--- config.mk ---
export PLATFORM = sky130hd
export DESIGN_NAME = uart_ctrl_flat
export DESIGN_NICKNAME = d
export VERILOG_FILES = /design/src/rtl/uart_ctrl_if.sv /design/src/rtl/uart_ctrl.sv /design/src/flat_wrapper.sv
export SDC_FILE = /design/constraint.sdc
export NUM_CORES = 1
export LEC_CHECK = 0
export CORE_MARGIN = 4
export CORE_UTILIZATION = 50
export CTS_CLUSTER_SIZE = 25
export DETAILED_ROUTE_END_ITERATION = 10
export GPL_ROUTABILITY_DRIVEN = 0
export PLACE_DENSITY = 0.83
export SLEW_MARGIN = 20
export SYNTH_ARGS = -nofsm -noshare
export SYNTH_HDL_FRONTEND = slang
export SYNTH_SLANG_ARGS = --single-unit
--- constraint.sdc ---
create_clock -name clk -period 3.42 [get_ports clk]
set_input_delay 0.513 -clock clk [delete_from_list [all_inputs] [get_ports clk]]
set_output_delay 0.513 -clock clk [all_outputs]
set_load 0.005 [all_outputs]
--- src/rtl/uart_ctrl_if.sv ---
// Memory-mapped bus between the MEM stage and the UART controller.
// The master drives the strobes, address and store data; the slave returns load data.
interface uart_ctrl_if;
  logic        rd;
  logic        wr;
  logic [31:0] addr;
  logic [31:0] wdata;
  logic [31:0] rdata;

  modport master (output rd, output wr, output addr, output wdata, input rdata);
  modport slave  (input rd, input wr, input addr, input wdata, output rdata);
endinterface

--- src/rtl/uart_ctrl.sv ---
// Memory-mapped 8N1 UART with independent TX/RX engines and a status/control register.
// TXD, RXD and CON live at fixed word addresses.
module uart_ctrl #(
  parameter int BAUD_DIV = 5208
) (
  input  logic        clk,
  input  logic        reset,
  uart_ctrl_if.slave  bus,
  input  logic        uart_rx,
  output logic        uart_tx,
  input  logic        supervisor,
  output logic        irq
);

  localparam logic [31:0] ADDR_TXD  = 32'h4000_0018;
  localparam logic [31:0] ADDR_RXD  = 32'h4000_001C;
  localparam logic [31:0] ADDR_CON  = 32'h4000_0020;
  localparam logic [15:0] BIT_LAST  = 16'(BAUD_DIV - 1);
  localparam logic [15:0] HALF_LAST = 16'(BAUD_DIV / 2 - 1);

  typedef enum logic [1:0] {IDLE, START, DATA, STOP} state_t;

  logic txd_wr, con_wr, rxd_rd, con_rd;
  assign txd_wr = bus.wr && (bus.addr == ADDR_TXD);
  assign con_wr = bus.wr && (bus.addr == ADDR_CON);
  assign rxd_rd = bus.rd && (bus.addr == ADDR_RXD);
  assign con_rd = bus.rd && (bus.addr == ADDR_CON);

  logic unused_wdata;
  assign unused_wdata = ^bus.wdata[31:8];

  // ---------------- transmitter ----------------
  state_t      tx_state_reg, tx_state_next;
  logic [15:0] tx_cnt_reg, tx_cnt_next;
  logic [2:0]  tx_bit_reg, tx_bit_next;
  logic [7:0]  tx_shift_reg, tx_shift_next;
  logic        uart_tx_reg, tx_line;
  logic        tx_busy_reg, tx_done_reg;
  logic        tx_accept, tx_finish;

  // The line register lags the state by one cycle, so every bit keeps its full width
  // and busy drops one cycle after STOP ends, exactly ten bit times after the fall.
  always_comb begin
    tx_state_next = tx_state_reg;
    tx_cnt_next   = tx_cnt_reg;
    tx_bit_next   = tx_bit_reg;
    tx_shift_next = tx_shift_reg;
    tx_line       = 1'b1;
    tx_accept     = 1'b0;
    tx_finish     = 1'b0;
    case (tx_state_reg)
      IDLE: begin
        tx_finish = tx_busy_reg;
        if (txd_wr && !tx_busy_reg) begin
          tx_accept     = 1'b1;
          tx_shift_next = bus.wdata[7:0];
          tx_state_next = START;
          tx_cnt_next   = 16'd0;
          tx_bit_next   = 3'd0;
        end
      end
      START: begin
        tx_line = 1'b0;
        if (tx_cnt_reg == BIT_LAST) begin
          tx_state_next = DATA;
          tx_cnt_next   = 16'd0;
        end else begin
          tx_cnt_next = tx_cnt_reg + 16'd1;
        end
      end
      DATA: begin
        tx_line = tx_shift_reg[0];
        if (tx_cnt_reg == BIT_LAST) begin
          tx_cnt_next   = 16'd0;
          tx_shift_next = {1'b0, tx_shift_reg[7:1]};
          if (tx_bit_reg == 3'd7) tx_state_next = STOP;
          else                    tx_bit_next   = tx_bit_reg + 3'd1;
        end else begin
          tx_cnt_next = tx_cnt_reg + 16'd1;
        end
      end
      STOP: begin
        if (tx_cnt_reg == BIT_LAST) begin
          tx_state_next = IDLE;
          tx_cnt_next   = 16'd0;
        end else begin
          tx_cnt_next = tx_cnt_reg + 16'd1;
        end
      end
      default: tx_state_next = IDLE;
    endcase
  end

  always_ff @(posedge clk or negedge reset) begin
    if (!reset) begin
      tx_state_reg <= IDLE;
      tx_cnt_reg   <= 16'd0;
      tx_bit_reg   <= 3'd0;
      tx_shift_reg <= 8'd0;
      uart_tx_reg  <= 1'b1;
      tx_busy_reg  <= 1'b0;
    end else begin
      tx_state_reg <= tx_state_next;
      tx_cnt_reg   <= tx_cnt_next;
      tx_bit_reg   <= tx_bit_next;
      tx_shift_reg <= tx_shift_next;
      uart_tx_reg  <= tx_line;
      if (tx_accept)      tx_busy_reg <= 1'b1;
      else if (tx_finish) tx_busy_reg <= 1'b0;
    end
  end

  assign uart_tx = uart_tx_reg;

  // ---------------- receiver ----------------
  logic        rx_meta_reg, rx_sync_reg, rx_prev_reg;
  state_t      rx_state_reg, rx_state_next;
  logic [15:0] rx_cnt_reg, rx_cnt_next;
  logic [2:0]  rx_bit_reg, rx_bit_next;
  logic [7:0]  rx_shift_reg, rx_shift_next;
  logic [7:0]  rx_data_reg;
  logic        rx_ready_reg, ovr_reg, ferr_reg;
  logic        rx_good, rx_bad;

  always_comb begin
    rx_state_next = rx_state_reg;
    rx_cnt_next   = rx_cnt_reg;
    rx_bit_next   = rx_bit_reg;
    rx_shift_next = rx_shift_reg;
    rx_good       = 1'b0;
    rx_bad        = 1'b0;
    case (rx_state_reg)
      IDLE: begin
        if (rx_prev_reg && !rx_sync_reg) begin
          rx_state_next = START;
          rx_cnt_next   = 16'd0;
        end
      end
      START: begin
        if (rx_cnt_reg == HALF_LAST) begin
          rx_cnt_next = 16'd0;
          rx_bit_next = 3'd0;
          rx_state_next = rx_sync_reg ? IDLE : DATA;
        end else begin
          rx_cnt_next = rx_cnt_reg + 16'd1;
        end
      end
      DATA: begin
        if (rx_cnt_reg == BIT_LAST) begin
          rx_cnt_next   = 16'd0;
          rx_shift_next = {rx_sync_reg, rx_shift_reg[7:1]};
          if (rx_bit_reg == 3'd7) rx_state_next = STOP;
          else                    rx_bit_next   = rx_bit_reg + 3'd1;
        end else begin
          rx_cnt_next = rx_cnt_reg + 16'd1;
        end
      end
      STOP: begin
        if (rx_cnt_reg == BIT_LAST) begin
          rx_state_next = IDLE;
          rx_cnt_next   = 16'd0;
          rx_good       = rx_sync_reg;
          rx_bad        = !rx_sync_reg;
        end else begin
          rx_cnt_next = rx_cnt_reg + 16'd1;
        end
      end
      default: rx_state_next = IDLE;
    endcase
  end

  // Synchronizer and edge history reset to the idle-high line level so release never looks like a start.
  always_ff @(posedge clk or negedge reset) begin
    if (!reset) begin
      rx_meta_reg  <= 1'b1;
      rx_sync_reg  <= 1'b1;
      rx_prev_reg  <= 1'b1;
      rx_state_reg <= IDLE;
      rx_cnt_reg   <= 16'd0;
      rx_bit_reg   <= 3'd0;
      rx_shift_reg <= 8'd0;
    end else begin
      rx_meta_reg  <= uart_rx;
      rx_sync_reg  <= rx_meta_reg;
      rx_prev_reg  <= rx_sync_reg;
      rx_state_reg <= rx_state_next;
      rx_cnt_reg   <= rx_cnt_next;
      rx_bit_reg   <= rx_bit_next;
      rx_shift_reg <= rx_shift_next;
    end
  end

  // ---------------- status / control ----------------
  logic tx_ie_reg, rx_ie_reg;

  // Setting events take priority over read-side clears on the same edge.
  always_ff @(posedge clk or negedge reset) begin
    if (!reset) begin
      rx_data_reg  <= 8'd0;
      rx_ready_reg <= 1'b0;
      ovr_reg      <= 1'b0;
      ferr_reg     <= 1'b0;
      tx_done_reg  <= 1'b0;
      tx_ie_reg    <= 1'b0;
      rx_ie_reg    <= 1'b0;
    end else begin
      if (rx_good) begin
        rx_data_reg  <= rx_shift_reg;
        rx_ready_reg <= 1'b1;
      end else if (rxd_rd) begin
        rx_ready_reg <= 1'b0;
      end
      if (rx_good && rx_ready_reg && !rxd_rd) ovr_reg <= 1'b1;
      else if (con_rd)                        ovr_reg <= 1'b0;
      if (rx_bad)      ferr_reg <= 1'b1;
      else if (con_rd) ferr_reg <= 1'b0;
      if (tx_finish)   tx_done_reg <= 1'b1;
      else if (con_rd) tx_done_reg <= 1'b0;
      if (con_wr) begin
        tx_ie_reg <= bus.wdata[0];
        rx_ie_reg <= bus.wdata[1];
      end
    end
  end

  always_comb begin
    bus.rdata = 32'd0;
    if (bus.rd) begin
      case (bus.addr)
        ADDR_RXD: bus.rdata = {24'd0, rx_data_reg};
        ADDR_CON: bus.rdata = {25'd0, ferr_reg, ovr_reg, tx_busy_reg, tx_done_reg,
                               rx_ready_reg, rx_ie_reg, tx_ie_reg};
        default:  bus.rdata = 32'd0;
      endcase
    end
  end

  assign irq = ~supervisor & ((tx_ie_reg & tx_done_reg) | (rx_ie_reg & rx_ready_reg));

endmodule

--- src/flat_wrapper.sv ---
// flat-port wrapper written by rule: the top's interface ports become plain ports
module uart_ctrl_flat 
#(
  parameter int BAUD_DIV = 5208
)
  (clk, reset, uart_rx, uart_tx, supervisor, irq, bus_rd, bus_wr, bus_addr, bus_wdata, bus_rdata);
  uart_ctrl_if bus_i ();
  input  logic clk;
  input  logic reset;
  input  logic uart_rx;
  output logic uart_tx;
  input  logic supervisor;
  output logic irq;
  input wire logic [$bits(bus_i.rd)-1:0] bus_rd;
  input wire logic [$bits(bus_i.wr)-1:0] bus_wr;
  input wire logic [$bits(bus_i.addr)-1:0] bus_addr;
  input wire logic [$bits(bus_i.wdata)-1:0] bus_wdata;
  output wire logic [$bits(bus_i.rdata)-1:0] bus_rdata;
  assign bus_i.rd = bus_rd;
  assign bus_i.wr = bus_wr;
  assign bus_i.addr = bus_addr;
  assign bus_i.wdata = bus_wdata;
  assign bus_rdata = bus_i.rdata;
  uart_ctrl #(.BAUD_DIV(BAUD_DIV)) u_core (.clk(clk), .reset(reset), .bus(bus_i), .uart_rx(uart_rx), .uart_tx(uart_tx), .supervisor(supervisor), .irq(irq));
endmodule
==> results of run 1 <==
[worst max-delay path, cell delays in order]
cell and delay (ns):
clkdlybuf4s50_1 0.40, nor4_1 0.32, nand2_1 0.18, nor3_1 0.14, and3_1 0.41, a22o_1 0.21, clkdlybuf4s50_1 0.51
[final cells by class]
type | instances | area (um2)
tap | 105 | 131
clock inverter | 6 | 111
timing repair buffer | 65 | 623
fill | 652 | 3170
clock buffer | 10 | 128
multi-input combinational | 333 | 2230
sequential | 77 | 1930
inverter | 15 | 56.3
[logic make-up (layout without fill, tap and decap cells)]
kind of cell | after synthesis | after routing | synth area share, %
AO/OA/AOI/OAI | 88 | 88 | 14.3
XOR/XNOR | 2 | 2 | 0.398
adder cells (fa/ha/maj) | 10 | 10 | 2.84
buffers and inverters | 57 | 96 | 7.37
flip-flops | 77 | 77 | 43.9
multiplexers | 37 | 37 | 9.44
other | 1 | 24 | 0.0852
AND/OR/NAND/NOR | 172 | 172 | 21.7
[per-stage QoR]
step / instances / power (mW)
after floorplan: 467 / 1.29
after global placement: 595 / 1.40
after detailed placement: 595 / 1.42
after CTS: 611 / 2.25
after global routing: 611 / 2.34
final: 611 / 2.23
[routing by layer]
| metal | vias up | global-route usage, % |
|---|---|---|
| met5 | - | 0 |
| met4 | 0 | 7.36 |
| li1 | 1690 | - |
| met3 | 22 | 4.96 |
| met1 | 1692 | 24.5 |
| met2 | 120 | 31.5 |
[worst max path at each step]
| stage | from | end | slack, ns | depth (start not counted) |
|---|---|---|---|---|
| finish | bus_addr[12] | bus_rdata[4] | 0.23 | 7 |
| global route | bus_addr[28] | bus_rdata[3] | 0.03 | 7 |
| CTS | bus_addr[12] | bus_rdata[4] | 0.16 | 7 |
| detailed placement | bus_addr[12] | bus_rdata[4] | 0.17 | 7 |
| global placement | bus_addr[9] | bus_rdata[4] | 0.19 | 8 |
| floorplan | bus_addr[27] | bus_rdata[0] | 1.06 | 6 |
[placed cells by master (no fill, tap or decap), types with 15 or more instances in the layout]
cell type,netlist,final
clkdlybuf4s50_1,0,54
conb_1,1,24
dfrtp_1,73,73
inv_1,15,15
mux2_2,36,36
nand2_1,50,50
nor2_1,23,23
nor3_1,15,15
o21ai_0,29,29
[where the power goes]
group | total [mW] | leakage, nW | switching (mW) | internal [mW]
logic | 0.350 | 1.20 | 0.202 | 0.148
registers | 1.05 | 0.988 | 0.0751 | 0.979
clock network | 0.823 | 0.117 | 0.337 | 0.486
total | 2.23 | 2.30 | 0.614 | 1.61
==> impl_metrics.tcl, run 1 <==
set metrics [dict create \
    hold_path.class "in2async" \
    dr_wl_met3_um 686 \
    synth_ff_type "dfrtp_1" \
    synth_seq_area_share_pct 43.9 \
    pre_cts_slack_ns 0.171 \
    finalHoldViolations 0 \
    max_clock_freq_ghz 0.313 \
    cts_setup_buffers 0 \
    synth-seq-cells 77 \
    numCtsBuffers 9 \
    drt_pass1_iterations 4 \
    layout_setup_ws_ns 0.228 \
    numClockSinks 77 \
    clock_skew_ns 0.0161 \
    numPortBuffers 55 \
    ir_drop_v 0.000329 \
    ioPinCount 104 \
    place_area_mm2 0.00497 \
    synth_cells 444 \
    final.setup.tns_ns 0 \
    drc_errors 0 \
    worstReg2RegStart "u_core.rx_cnt_reg[0]" \
    worstRegToRegCells 6 \
    grt_overflow 0 \
    drive_gt1_share_pct 15.6 \
    cts_hold_buf 0 \
    leakage_nw 2.30 \
    cellPowerDensity_mw_per_mm2 427 \
    critPathMaxFanout 10 \
    yosys.cell_types.count 63 \
    endpoint_kind "output port" \
    n_antenna_cell 0 \
    finalCriticalPeriod_ns 3.19 \
    routed_wl_um 9370 \
    rsz0062_at_grt "false" \
    finalNetCount 581 \
    cts_root_buf "clkbuf_8" \
    setup_violations 0 \
    whs_ns 0.308 \
    tightest_slew_ns 0.946 \
    clock_latency_ns 0.36 \
    area_growth_syn_to_layout_pct 18.5 \
    ctsResizeCount 0 \
    drt-initial-drc-count 183 \
    critical_path_required_ns 2.91 \
    drv_cap 0 \
    antenna_found_initial 0 \
    grt_pass1_vias 3443 \
    worstSetupPathType "in2out" \
    die_area_mm2 0.0104 \
    grt_usage_pct 19.2 \
    initial_utilization_pct 52.5 \
    wl_per_cell_um 15.3 \
    drv_slew 0 \
    fin_crit_sh_pct 93.3 \
    start_kind "primary input" \
    cts_tree "done" \
    synth_commonest_cells "73 x dfrtp_1, 50 x nand2_1, 36 x mux2_2, 29 x o21ai_0, 26 x buf_4" \
    ys_warn_count 0 \
    stdcell_area_mm2 0.00521 \
    rr_endpoint "u_core.rx_cnt_reg[12]" \
    top_layer "met4" \
    grt_pass1_wl_um 16000 \
    core_mm2 0.00838 \
    vias 3524 \
    grt_max_degree 78 \
    vias_per_cell 5.77 \
    synth_area_leader_cell "dfrtp_1" \
    utilization_pct 62.2 \
    slew_headroom_pct 36.9 \
    clk_pin_slew_ns 0.08 \
    synth_most_common_cell "dfrtp_1" \
    avgSynthCellArea_um2 9.91 \
    regToRegSetupSlack_ns 0.79 \
    synth_top_area_share_pct 41.5 \
    clockBufferDepth 2 \
    die-height_um 102 \
    synthArstFlopShare_pct 100 \
    drt-met1-wl_um 3940 \
    cp.arrival_ns 2.68 \
    die_width_um 102 \
    hpwl_um 6640 \
    synth_area_leaders "dfrtp_1 42%, mux2_2 9.2%, buf_4 4.4%" \
    drt.antenna.violating_nets 0 \
    num_rows 33 \
    h-tree-depth 3 \
    outcome "finished, final reports clean" \
    wl_met2_um 4550 \
    synth-edff-count 0 \
    synth_area_mm2 0.00440 \
]
Note: power is estimated with default switching activity, not from simulation.
==> inputs of run 2 (changes only) <==
==> constraint.sdc (replaced) <==
create_clock -name clk -period 3.1 [get_ports clk]
set_input_delay 0.465 -clock clk [delete_from_list [all_inputs] [get_ports clk]]
set_output_delay 0.465 -clock clk [all_outputs]
set_load 0.005 [all_outputs]
==> impl_metrics.tcl, run 2 (synthesis results as in run 1) <==
set metrics [dict create \
    area_growth_syn_to_layout_pct 20.1 \
    place_area_mm2 0.00499 \
    drv_cap 0 \
    cts_hold_buf 0 \
    die_area_mm2 0.0104 \
    ir_drop_v 0.000464 \
    antenna_found_initial 0 \
    numCtsBuffers 9 \
    layout_setup_ws_ns 0.127 \
    initial_utilization_pct 52.5 \
    cellPowerDensity_mw_per_mm2 436 \
    clock_latency_ns 0.35 \
    cts_tree "done" \
    drt.antenna.violating_nets 0 \
    hpwl_um 6990 \
    finalCriticalPeriod_ns 2.97 \
    grt_pass1_vias 3548 \
    drc_errors 0 \
    ioPinCount 104 \
    stdcell_area_mm2 0.00528 \
    outcome "finished, final reports clean" \
    drt-initial-drc-count 183 \
    grt_overflow 0 \
    clk_pin_slew_ns 0.08 \
    fin_crit_sh_pct 95.9 \
    die_width_um 102 \
    n_antenna_cell 0 \
    wl_per_cell_um 15.8 \
    grt_max_degree 78 \
    critical_path_required_ns 2.63 \
    worstRegToRegCells 6 \
    final_common_cell "dfrtp_1" \
    clockBufferDepth 2 \
    max_clock_freq_ghz 0.336 \
    numPortBuffers 55 \
    num_rows 33 \
    worstSetupPathType "in2out" \
    routed_wl_um 9720 \
    vias 3607 \
    h-tree-depth 3 \
    drt_pass1_iterations 5 \
    endpoint_kind "output port" \
    leakage_nw 2.46 \
    grt_usage_pct 19.5 \
    setup_violations 0 \
    fill_cells 671 \
    tightest_slew_ns 0.950 \
    die-height_um 102 \
    finalNetCount 586 \
    pre_cts_slack_ns 0.0289 \
    finalHoldViolations 0 \
    critPathMaxFanout 3 \
    vias_per_cell 5.86 \
    start_kind "primary input" \
    cts_root_buf "clkbuf_8" \
    core_mm2 0.00838 \
    slew_headroom_pct 36.6 \
    hold_path.class "in2async" \
    numClockSinks 77 \
    layout_common_cells "73 x dfrtp_1, 50 x nand2_1, 47 x clkdlybuf4s50_1" \
    grt_pass1_wl_um 16300 \
    drv_slew 0 \
    clock_skew_ns 0.0104 \
    drive_gt1_share_pct 17.6 \
    cp.arrival_ns 2.51 \
]
run 2: cell types whose count changed in the layout (fill, tap and decap cells not counted), sizes merged:
cell           before  now
inv                16   15
buf                11   16
bufinv              3    1
dlymetal6s2s        0    7
clkinvlp            1    2
clkinv              1    3
clkdlybuf4s50      54   47
run 2: what timing repair did:
| item | CTS | global route |
|---|---|---|
| setup endpoints to repair | 0 | 8 |
| gates resized for setup | 0 | 16 |
| setup buffers | 0 | 3 |
run 2: critical path: stages:
cell             delay (ns)
clkdlybuf4s50_1        0.42
nor4_2                 0.30
nand4_1                0.16
buf_4                  0.18
nor4_4                 0.18
buf_2                  0.19
and2_1                 0.12
clkdlybuf4s50_1        0.49
run 2: path summary, 6_finish.rpt:
check                      slack (ns)                 start                endpoint
min in group clk                 0.36    u_core.rx_meta_reg      u_core.rx_sync_reg
setup / recovery                 0.13          bus_addr[29]            bus_rdata[7]
hold / removal                   0.25                 reset  u_core.tx_state_reg[0]
hold reg to reg                  0.36    u_core.rx_meta_reg      u_core.rx_sync_reg
setup reg to reg                 0.41  u_core.tx_cnt_reg[0]    u_core.tx_cnt_reg[5]
max in group asynchronous        2.22                 reset   u_core.rx_cnt_reg[13]
run 2: per-stage QoR:
| stage | TNS (ns) | power [mW] | hold slack [ns] | util [%] | cells |
|---|---|---|---|---|---|
| final | 0 | 2.31 | 0.251 | 63.0 | 616 |
| after global routing | -0.0149 | 2.43 | 0.342 | 63.0 | 616 |
| after CTS | 0 | 2.32 | 0.300 | 61.8 | 612 |
| after detailed placement | 0 | 1.58 | 0.351 | 59.6 | 596 |
| after global placement | 0 | 1.56 | 0.346 | 59.6 | 596 |
| after floorplan | 0 | 1.42 | 0.169 | - | 467 |
run 2: cell type report:
| class | count | area [um2] | share of cell area (%) |
|---|---|---|---|
| clock buffer | 10 | 128 | 2.42 |
| clock inverter | 6 | 63.8 | 1.21 |
| inverter | 15 | 56.3 | 1.07 |
| multi-input combinational | 333 | 2280 | 43.2 |
| sequential | 77 | 1930 | 36.6 |
| tap | 105 | 131 | 2.49 |
| timing repair buffer | 70 | 688 | 13.0 |
run 2: report_power, final:
group / switching (mW) / leakage [nW] / internal [mW] / total, mW
logic: 0.234 / 1.38 / 0.173 / 0.407
registers: 0.0834 / 0.988 / 1.08 / 1.16
clock network: 0.365 / 0.0923 / 0.370 / 0.735
total: 0.682 / 2.46 / 1.62 / 2.31
run 2: routing by layer:
layer  part of all wire, %  global-route usage, %
met1                    40                   24.2
met2                    51                   34.2
met3                   8.1                   4.20
met4                   1.2                   5.93
met5                     0                      0
